**src/rtl/level_progress_tracker.sv**
```systemverilog
// level_progress_tracker: per-level countdown, win/loss decision, level counter
// and menu confirm pulses feeding the stage controller's stageEnded/playerWon pair.
module level_progress_tracker #(
    parameter int FRAMES_PER_SEC = 30,
    parameter int LEVEL_SECONDS  = 60,
    parameter int BASE_TARGET    = 650,
    parameter int TARGET_STEP    = 275,
    parameter int MAX_LEVEL      = 15
) (
    input  logic        clk,
    input  logic        resetN,
    input  logic        startOfFrame,
    input  logic [3:0]  stage,
    input  logic [15:0] score,
    input  logic        levelCleared,
    input  logic        confirmKey,
    output logic        stageEnded,
    output logic        playerWon,
    output logic [6:0]  secondsLeft,
    output logic [3:0]  level,
    output logic [15:0] targetScore
);
    localparam int FW = FRAMES_PER_SEC > 1 ? $clog2(FRAMES_PER_SEC) : 1;
    typedef enum logic [1:0] {LEVEL_RUN, LEVEL_DONE, MENU} modeT;
    modeT mode;
    logic [FW-1:0] frameCnt;
    logic [3:0] prevStage;
    logic [16:0] targetWide;
    logic done, confirmPrev, entry, tick, secWrap, levelEnd, won, confirmEdge;
    always_comb begin
        targetWide = 17'(BASE_TARGET) + 17'(level) * 17'(TARGET_STEP);
        targetScore = targetWide[16] ? 16'hFFFF : targetWide[15:0];
        mode = stage != 4'd0 ? MENU : done ? LEVEL_DONE : LEVEL_RUN;
        entry = stage == 4'd0 && prevStage != 4'd0;
        // entry load wins over a frame tick landing on the same cycle
        tick = mode == LEVEL_RUN && !entry && startOfFrame;
        secWrap = frameCnt == FW'(FRAMES_PER_SEC - 1);
        levelEnd = tick && ((secWrap && secondsLeft == 7'd1) || levelCleared);
        won = score >= targetScore;
        confirmEdge = mode == MENU && confirmKey && !confirmPrev;
    end
    always_ff @(posedge clk or negedge resetN) begin
        if (!resetN) begin
            stageEnded  <= 1'b0;
            playerWon   <= 1'b0;
            secondsLeft <= 7'(LEVEL_SECONDS);
            level       <= 4'd0;
            frameCnt    <= '0;
            done        <= 1'b0;
            prevStage   <= 4'd4;
            confirmPrev <= 1'b0;
        end else begin
            stageEnded  <= levelEnd || confirmEdge;
            playerWon   <= levelEnd ? won : playerWon;
            done        <= entry ? 1'b0 : levelEnd ? 1'b1 : done;
            frameCnt    <= entry ? '0 : tick ? (secWrap ? '0 : frameCnt + FW'(1)) : frameCnt;
            secondsLeft <= entry ? 7'(LEVEL_SECONDS) : (tick && secWrap) ? secondsLeft - 7'd1 : secondsLeft;
            level       <= stage == 4'd4 ? 4'd0 :
                           (levelEnd && won && level < 4'(MAX_LEVEL)) ? level + 4'd1 : level;
            prevStage   <= stage;
            confirmPrev <= confirmKey;
        end
    end
endmodule

```
**config.mk**
```make
export PLATFORM = sky130hd
export DESIGN_NAME = level_progress_tracker
export DESIGN_NICKNAME = d
export VERILOG_FILES = /design/src/rtl/level_progress_tracker.sv
export SDC_FILE = /design/constraint.sdc
export NUM_CORES = 1
export LEC_CHECK = 0
export CORE_MARGIN = 2
export CORE_UTILIZATION = 32
export CTS_BUF_LIST = sky130_fd_sc_hd__clkbuf_4 sky130_fd_sc_hd__clkbuf_8
export DETAILED_ROUTE_END_ITERATION = 10
export PLACE_DENSITY_LB_ADDON = 0.3
export SYNTH_ARGS = -nofsm -noshare
export SYNTH_HDL_FRONTEND = slang
export SYNTH_SLANG_ARGS = --single-unit
```
**constraint.sdc**
```tcl
create_clock -name clk -period 5.3 [get_ports clk]
set_input_delay 1.06 -clock clk [delete_from_list [all_inputs] [get_ports clk]]
set_output_delay 1.06 -clock clk [all_outputs]
set_load 0.01 [all_outputs]
```
==> results of run 1 <==
-- power by group through the flow --
stage / combinational (uW) / clock, uW / sequential [uW]
detailed placement: 59.1 / 0 / 199
floorplan: 23.4 / 0 / 200
finish: 58.2 / 162 / 196
global route: 64.8 / 171 / 197
CTS: 59.5 / 168 / 196
global placement: 58.3 / 0 / 199
-- layout make-up --
class	count	share of cell area
Clock inverter	1	0.01094
Multi-Input combinational cell	163	0.4998
Clock buffer	3	0.01505
Timing Repair Buffer	51	0.1851
Inverter	24	0.03283
Sequential cell	24	0.2212
Tap cell	77	0.03511
-- worst max-delay path, stage by stage (launching register included) --
cell,delay (ns)
dfrtp_1,0.47
inv_1,0.16
ha_1,0.30
inv_1,0.04
ha_1,0.28
inv_1,0.06
fa_1,0.46
and3b_1,0.25
o21ai_1,0.07
a21oi_1,0.21
and3b_1,0.28
a311o_1,0.21
clkdlybuf4s50_1,0.53
-- cells by family (layout without fill, tap and decap cells) --
group,count (synthesis),after routing,synth area share
simple gates,63,63,0.1882
buf+inv,29,79,0.05914
compound gates,36,36,0.1320
flops,24,24,0.2897
mux,4,4,0.01912
xor+xnor,19,19,0.07945
other cells,1,3,0.001790
fa+ha+maj,38,38,0.2306
-- flip-flops by register name, summed over array words and instances (netlist names) --
register,cells
stageEnded,1
level,4
playerWon,1
done,1
frameCnt,5
prevStage,4
confirmPrev,1
secondsLeft,7
-- how the worst min path moves through the flow --
stage / start / to
floorplan: frameCnt[4] / frameCnt[4]
global placement: frameCnt[4] / frameCnt[4]
detailed placement: frameCnt[4] / frameCnt[4]
CTS: frameCnt[4] / frameCnt[4]
global route: frameCnt[4] / frameCnt[4]
finish: frameCnt[4] / frameCnt[4]
-- cells in the mapped netlist, drive strengths merged, types with 3 or more instances --
master  count  share of area
nor3        5          0.012
inv        24          0.043
nand4       3          0.016
nand2b      3         0.0090
mux2i       4          0.019
o21ai      11          0.026
dfrtp      19           0.23
nor4        3          0.030
xnor2      12          0.050
nor2        6          0.011
a31oi       4          0.012
nand2      24          0.043
ha         37           0.22
xor2        7          0.029
a311oi      4          0.025
nand3       3         0.0072
buf         4          0.014
dfstp       5          0.063
a21oi       7          0.019
-- stage by stage --
stage          hold slack [ns]  utilization
2_1_floorplan           0.4377            -
3_3_place_gp            0.4673       0.4209
4_1_cts                 0.4790       0.4321
6_report                0.4825       0.4321
3_5_place_dp            0.4668       0.4209
5_1_grt                 0.5022       0.4321
-- per-layer routing --
layer / track usage / wire length [um] / vias to the layer above / part of all wire
met5: 0 / 0 / - / 0
met4: 0.02597 / 40 / 0 / 0.0097
met3: 0.02335 / 129 / 5 / 0.031
met2: 0.2019 / 1980 / 26 / 0.48
met1: 0.1579 / 1974 / 756 / 0.48
li1: - / - / 843 / -
-- cell usage in the layout (no fill, tap or decap), drive strengths merged, types with 3 or more instances in the layout --
cell           netlist  final
xor2                 7      7
nand4                3      3
dfrtp               19     19
conb                 1      3
nor2                 6      6
dfstp                5      5
nor3                 5      5
a21oi                7      7
a311oi               4      4
a31oi                4      4
clkbuf               1      3
o21ai               11     11
inv                 24     24
nand3                3      3
xnor2               12     12
mux2i                4      4
nand2               24     24
clkdlybuf4s50        0     50
nor4                 3      3
ha                  37     37
nand2b               3      3
==> results.py, run 1 <==
metrics = {
    "setup_path": {
        "r2r_setup_slack_ns": 1.12,
        "r2r_start": "level[3]",
        "reg2reg_to": "level[2]",
        "worstSetupEndpoint": "targetScore[12]",
        "worstPathMaxFanout": 7,
        "critPathCaptureType": "primary output",
        "crit_path_start_kind": "flop",
        "reg2reg_depth": 17,
        "path_class": "flop to primary output",
        "crit_required_ns": 4.24,
        "startpoint": "level[3]",
        "critical_path_arrival_ns": 3.59,
    },
    "grt": {
        "grt_max_degree": 25,
        "grt_use_total": 0.1191,
        "grt_overflow_total": 0,
        "grt_pass1_wl_um": 7093,
        "antenna_found_initial": 0,
        "grt_pass1_vias": 1611,
    },
    "power_and_ir_drop": {
        "p_int_uw": 324.1,
        "netSwitchingPower_uw": 92.07,
        "combPwrFrac": 0.140,
        "pwr_density_cell_nw_per_um2": 151.7,
        "leakagePower_uw": 0.001247,
        "swShare": 0.2212,
        "ir_worst_vdd_mv": 0.2379,
        "clkPwrFrac": 0.390,
        "total_power_uw": 416.1,
        "seq_power_share": 0.470,
    },
    "floorplanning": {
        "dieHeight_um": 84.91,
        "start_util": 0.3299,
        "die_area_um2": 7209,
        "coreArea_um2": 6350,
        "ioPinCount": 54,
        "rows": 29,
        "die_width_um": 84.91,
    },
    "finish": {
        "design_area_um2": 2744,
        "diodes": 0,
        "multi_input_area_um2": 1371,
        "drive_gt1_frac": 0.09023,
        "fill_cells": 620,
        "seqCellArea_um2": 606.8,
        "fin_nets": 330,
        "synthToLayoutAreaGrowth_pct": 31.00,
        "layout.cells.non_filler": 343,
    },
    "placed_design": {
        "place_inst": 339,
        "dpl_worst_slack_ns": 0.9329,
        "placed_area_um2": 2673,
        "io_buffers": 50,
        "gp_congestion": 0.7809,
        "hpwl_um": 3384,
    },
    "sta": {
        "rsz0062_at_grt": "no",
        "setup_slack_ns": 0.6508,
        "period_minus_slack_ns": 4.649,
        "finalCritPeriodShare": 0.8772,
        "drv_slew": 0,
        "setup_violations": 0,
        "finalSetupTns_ns": 0,
        "worst_pin_slew_ns": 0.5598,
        "fmaxAchievable_mhz": 215.1,
        "hold_viol_final": 0,
        "max_slew_margin": 0.6240,
        "skew_ns": 0.003189,
    },
    "cts": {
        "post_cts_buffers": 0,
        "clk_pin_slew_ns": 0.09,
        "numCtsBuffers": 3,
        "postCtsHoldBufs": 0,
        "cts.sinks": 24,
        "htreeDepth": 1,
        "ctsResizeCount": 0,
        "insertion_delay_ns": 0.27,
        "root_buffer": "clkbuf_8",
        "clk_path_buf_depth": 2,
        "cts_tree": "yes",
    },
    "logic_synthesis": {
        "ys.flop_type": "dfrtp_1",
        "synth-seq-area-share": 0.2897,
        "syn_avg_cell_area_um2": 9.787,
        "async_flop_share": 1.000,
        "netlist_instances": 214,
        "synth_enable_flop_cells": 0,
        "yosys_warnings": 0,
        "ys_seq_elements": 24,
        "synth_area_um2": 2095,
        "synth_cell_types": 48,
    },
    "min_path": {
        "min_path_type": "flop to flop",
        "holdPathStages": 1,
    },
    "drt": {
        "drc_errors": 0,
        "drt-initial-drc-count": 54,
        "viasPerCell": 4.752,
        "ant_nets": 0,
        "wl_per_cell_um": 12.02,
        "drt_first_pass_iters": 4,
        "routed-via-count": 1630,
        "wirelength_um": 4124,
    },
    "run_status": {
        "status": "finished, final reports clean",
    },
    "run": {
        "drv_cap": 0,
    },
}
Note: power is estimated with default switching activity, not from simulation.
==> run 2: changes to the inputs <==
- SKIP_LAST_GASP: not set -> 1
- TNS_END_PERCENT: not set -> 100
==> results of run 2 <==
The final DEF is identical to that of run 1; final timing and power are the same.
==> run 3: changes to the inputs <==
- CORE_UTILIZATION: 32 -> 35
==> run 3 against run 2 <==
- sequential power is essentially flat
- highest routed layer unchanged
- critical path depth unchanged
- sequential share of layout area grew 0.081 points
- setup slack better by 0.011 ns
- global-route usage is 1.7 points higher
==> results.py, run 3 (synthesized netlist as in run 1, its figures left out) <==
metrics = {
    "drt": {
        "ant_nets": 0,
        "drc_errors": 0,
        "wl_per_cell_um": 12.12,
        "routed-via-count": 1647,
        "drt-initial-drc-count": 40,
        "viasPerCell": 4.844,
        "drt_first_pass_iters": 4,
        "wirelength_um": 4122,
    },
    "sta": {
        "setup_violations": 0,
        "finalCritPeriodShare": 0.8752,
        "skew_ns": 0.003685,
        "worst_pin_slew_ns": 1.049,
        "drv_slew": 0,
        "max_slew_margin": 0.2987,
        "period_minus_slack_ns": 4.639,
        "rsz0062_at_grt": "no",
        "hold_viol_final": 0,
        "fmaxAchievable_mhz": 215.6,
        "setup_slack_ns": 0.6614,
        "finalSetupTns_ns": 0,
    },
    "setup_path": {
        "critPathCaptureType": "primary output",
        "cpMostUsedCell": "inv_1",
        "worstPathMaxFanout": 7,
        "r2r_setup_slack_ns": 1.11,
        "max_stage_delay_ns": 0.55,
        "reg2reg_depth": 16,
        "path_class": "flop to primary output",
        "r2r_start": "level[3]",
        "critPathTopFamily": "adder cells",
        "reg2reg_to": "level[0]",
        "crit_required_ns": 4.24,
        "worstPathCellList": "inv_1, ha_1, inv_1, ha_1, inv_1, fa_1, and3b_1, o21ai_1, a21oi_1, and3b_1, xor2_1, clkdlybuf4s50_1",
        "crit_path_start_kind": "flop",
        "critical_path_arrival_ns": 3.58,
        "critPathBufInv": 4,
        "cp_slowest_cell": "clkdlybuf4s50_1",
    },
    "grt": {
        "grt_pass1_vias": 1674,
        "grt_overflow_total": 0,
        "grt_use_total": 0.1357,
        "grt_max_degree": 25,
        "antenna_found_initial": 0,
        "grt_pass1_wl_um": 7113,
    },
    "power_and_ir_drop": {
        "leakagePower_uw": 0.001243,
        "swShare": 0.2236,
        "total_power_uw": 416.9,
        "netSwitchingPower_uw": 93.24,
        "pwr_density_cell_nw_per_um2": 152.5,
        "p_int_uw": 323.7,
        "seq_power_share": 0.469,
        "ir_worst_vdd_mv": 0.1538,
        "combPwrFrac": 0.139,
        "clkPwrFrac": 0.392,
    },
    "cts": {
        "clk_pin_slew_ns": 0.09,
        "numCtsBuffers": 3,
        "insertion_delay_ns": 0.27,
        "cts.sinks": 24,
        "root_buffer": "clkbuf_8",
        "postCtsHoldBufs": 0,
        "ctsResizeCount": 0,
        "htreeDepth": 1,
        "post_cts_buffers": 0,
        "cts_tree": "yes",
        "clk_path_buf_depth": 2,
    },
    "placed_design": {
        "place_inst": 336,
        "gp_congestion": 0.7625,
        "io_buffers": 50,
        "hpwl_um": 3351,
        "dpl_worst_slack_ns": 0.9805,
    },
    "finish": {
        "final_common_cell": "clkdlybuf4s50_1",
        "drive_gt1_frac": 0.08679,
        "diodes": 0,
        "fin_nets": 329,
        "largest_reg_flops": 7,
        "layout.cells.non_filler": 340,
        "layout_common_cells": "50 x clkdlybuf4s50_1, 37 x ha_1, 24 x inv_1, 24 x nand2_1, 19 x dfrtp_1",
        "largestRegisters": "secondsLeft x7, frameCnt x5",
        "synthToLayoutAreaGrowth_pct": 30.53,
        "top_register": "secondsLeft",
    },
    "run": {
        "drv_cap": 0,
    },
    "floorplanning": {
        "dieHeight_um": 81.36,
        "rows": 28,
        "die_width_um": 81.36,
        "coreArea_um2": 5851,
        "start_util": 0.3580,
        "die_area_um2": 6619,
        "ioPinCount": 54,
    },
    "min_path": {
        "min_path_type": "flop to flop",
        "hold_path_startpoint": "frameCnt[4]",
        "holdPathEnd": "frameCnt[4]",
        "holdPathStages": 1,
    },
    "run_status": {
        "status": "finished, final reports clean",
    },
}
-- run 3: cell count changes in the layout (fill, tap and decap cells not counted) --
cell / change
buf_4: -1
-- run 3: through the flow --
step | instance area, um^2 | util | hold slack (ns)
floorplan | 2102 | - | 0.4377
global placement | 2663 | 0.4551 | 0.4640
global route | 2734 | 0.4673 | 0.5256
detailed placement | 2663 | 0.4551 | 0.4661
CTS | 2734 | 0.4673 | 0.4886
finish | 2734 | 0.4673 | 0.4851
-- run 3: area by class of cell --
class | instances | area (um^2)
fill | 550 | 3117
multi-input combinational | 163 | 1371
sequential | 24 | 606.8
timing repair buffer | 50 | 500.5
tap | 75 | 93.84
inverter | 24 | 90.09
clock buffer | 3 | 41.29
clock inverter | 1 | 30.03
-- run 3: power by group through the flow --
stage               registers (uW)  clock network [uW]  logic, uW
global placement               199                   0       58.1
global route                   197                 173       64.5
finish                         196                 163       57.8
CTS                            196                 167       59.1
detailed placement             199                   0       58.9
floorplan                      200                   0       23.4
-- run 3: how the worst max path moves through the flow --
stage	cells after the start	from	endpoint
floorplan	18	level[3]	level[2]
global placement	12	level[3]	targetScore[12]
detailed placement	12	level[3]	targetScore[10]
CTS	12	level[3]	targetScore[10]
global route	12	level[2]	targetScore[10]
finish	12	level[3]	targetScore[10]
-- run 3: metal layers --
layer,vias up,GRT usage,part of all wire
met5,-,0,0
met4,0,0.01695,0.0051
met3,2,0.03000,0.042
met2,34,0.2361,0.49
met1,770,0.1761,0.46
li1,841,-,-
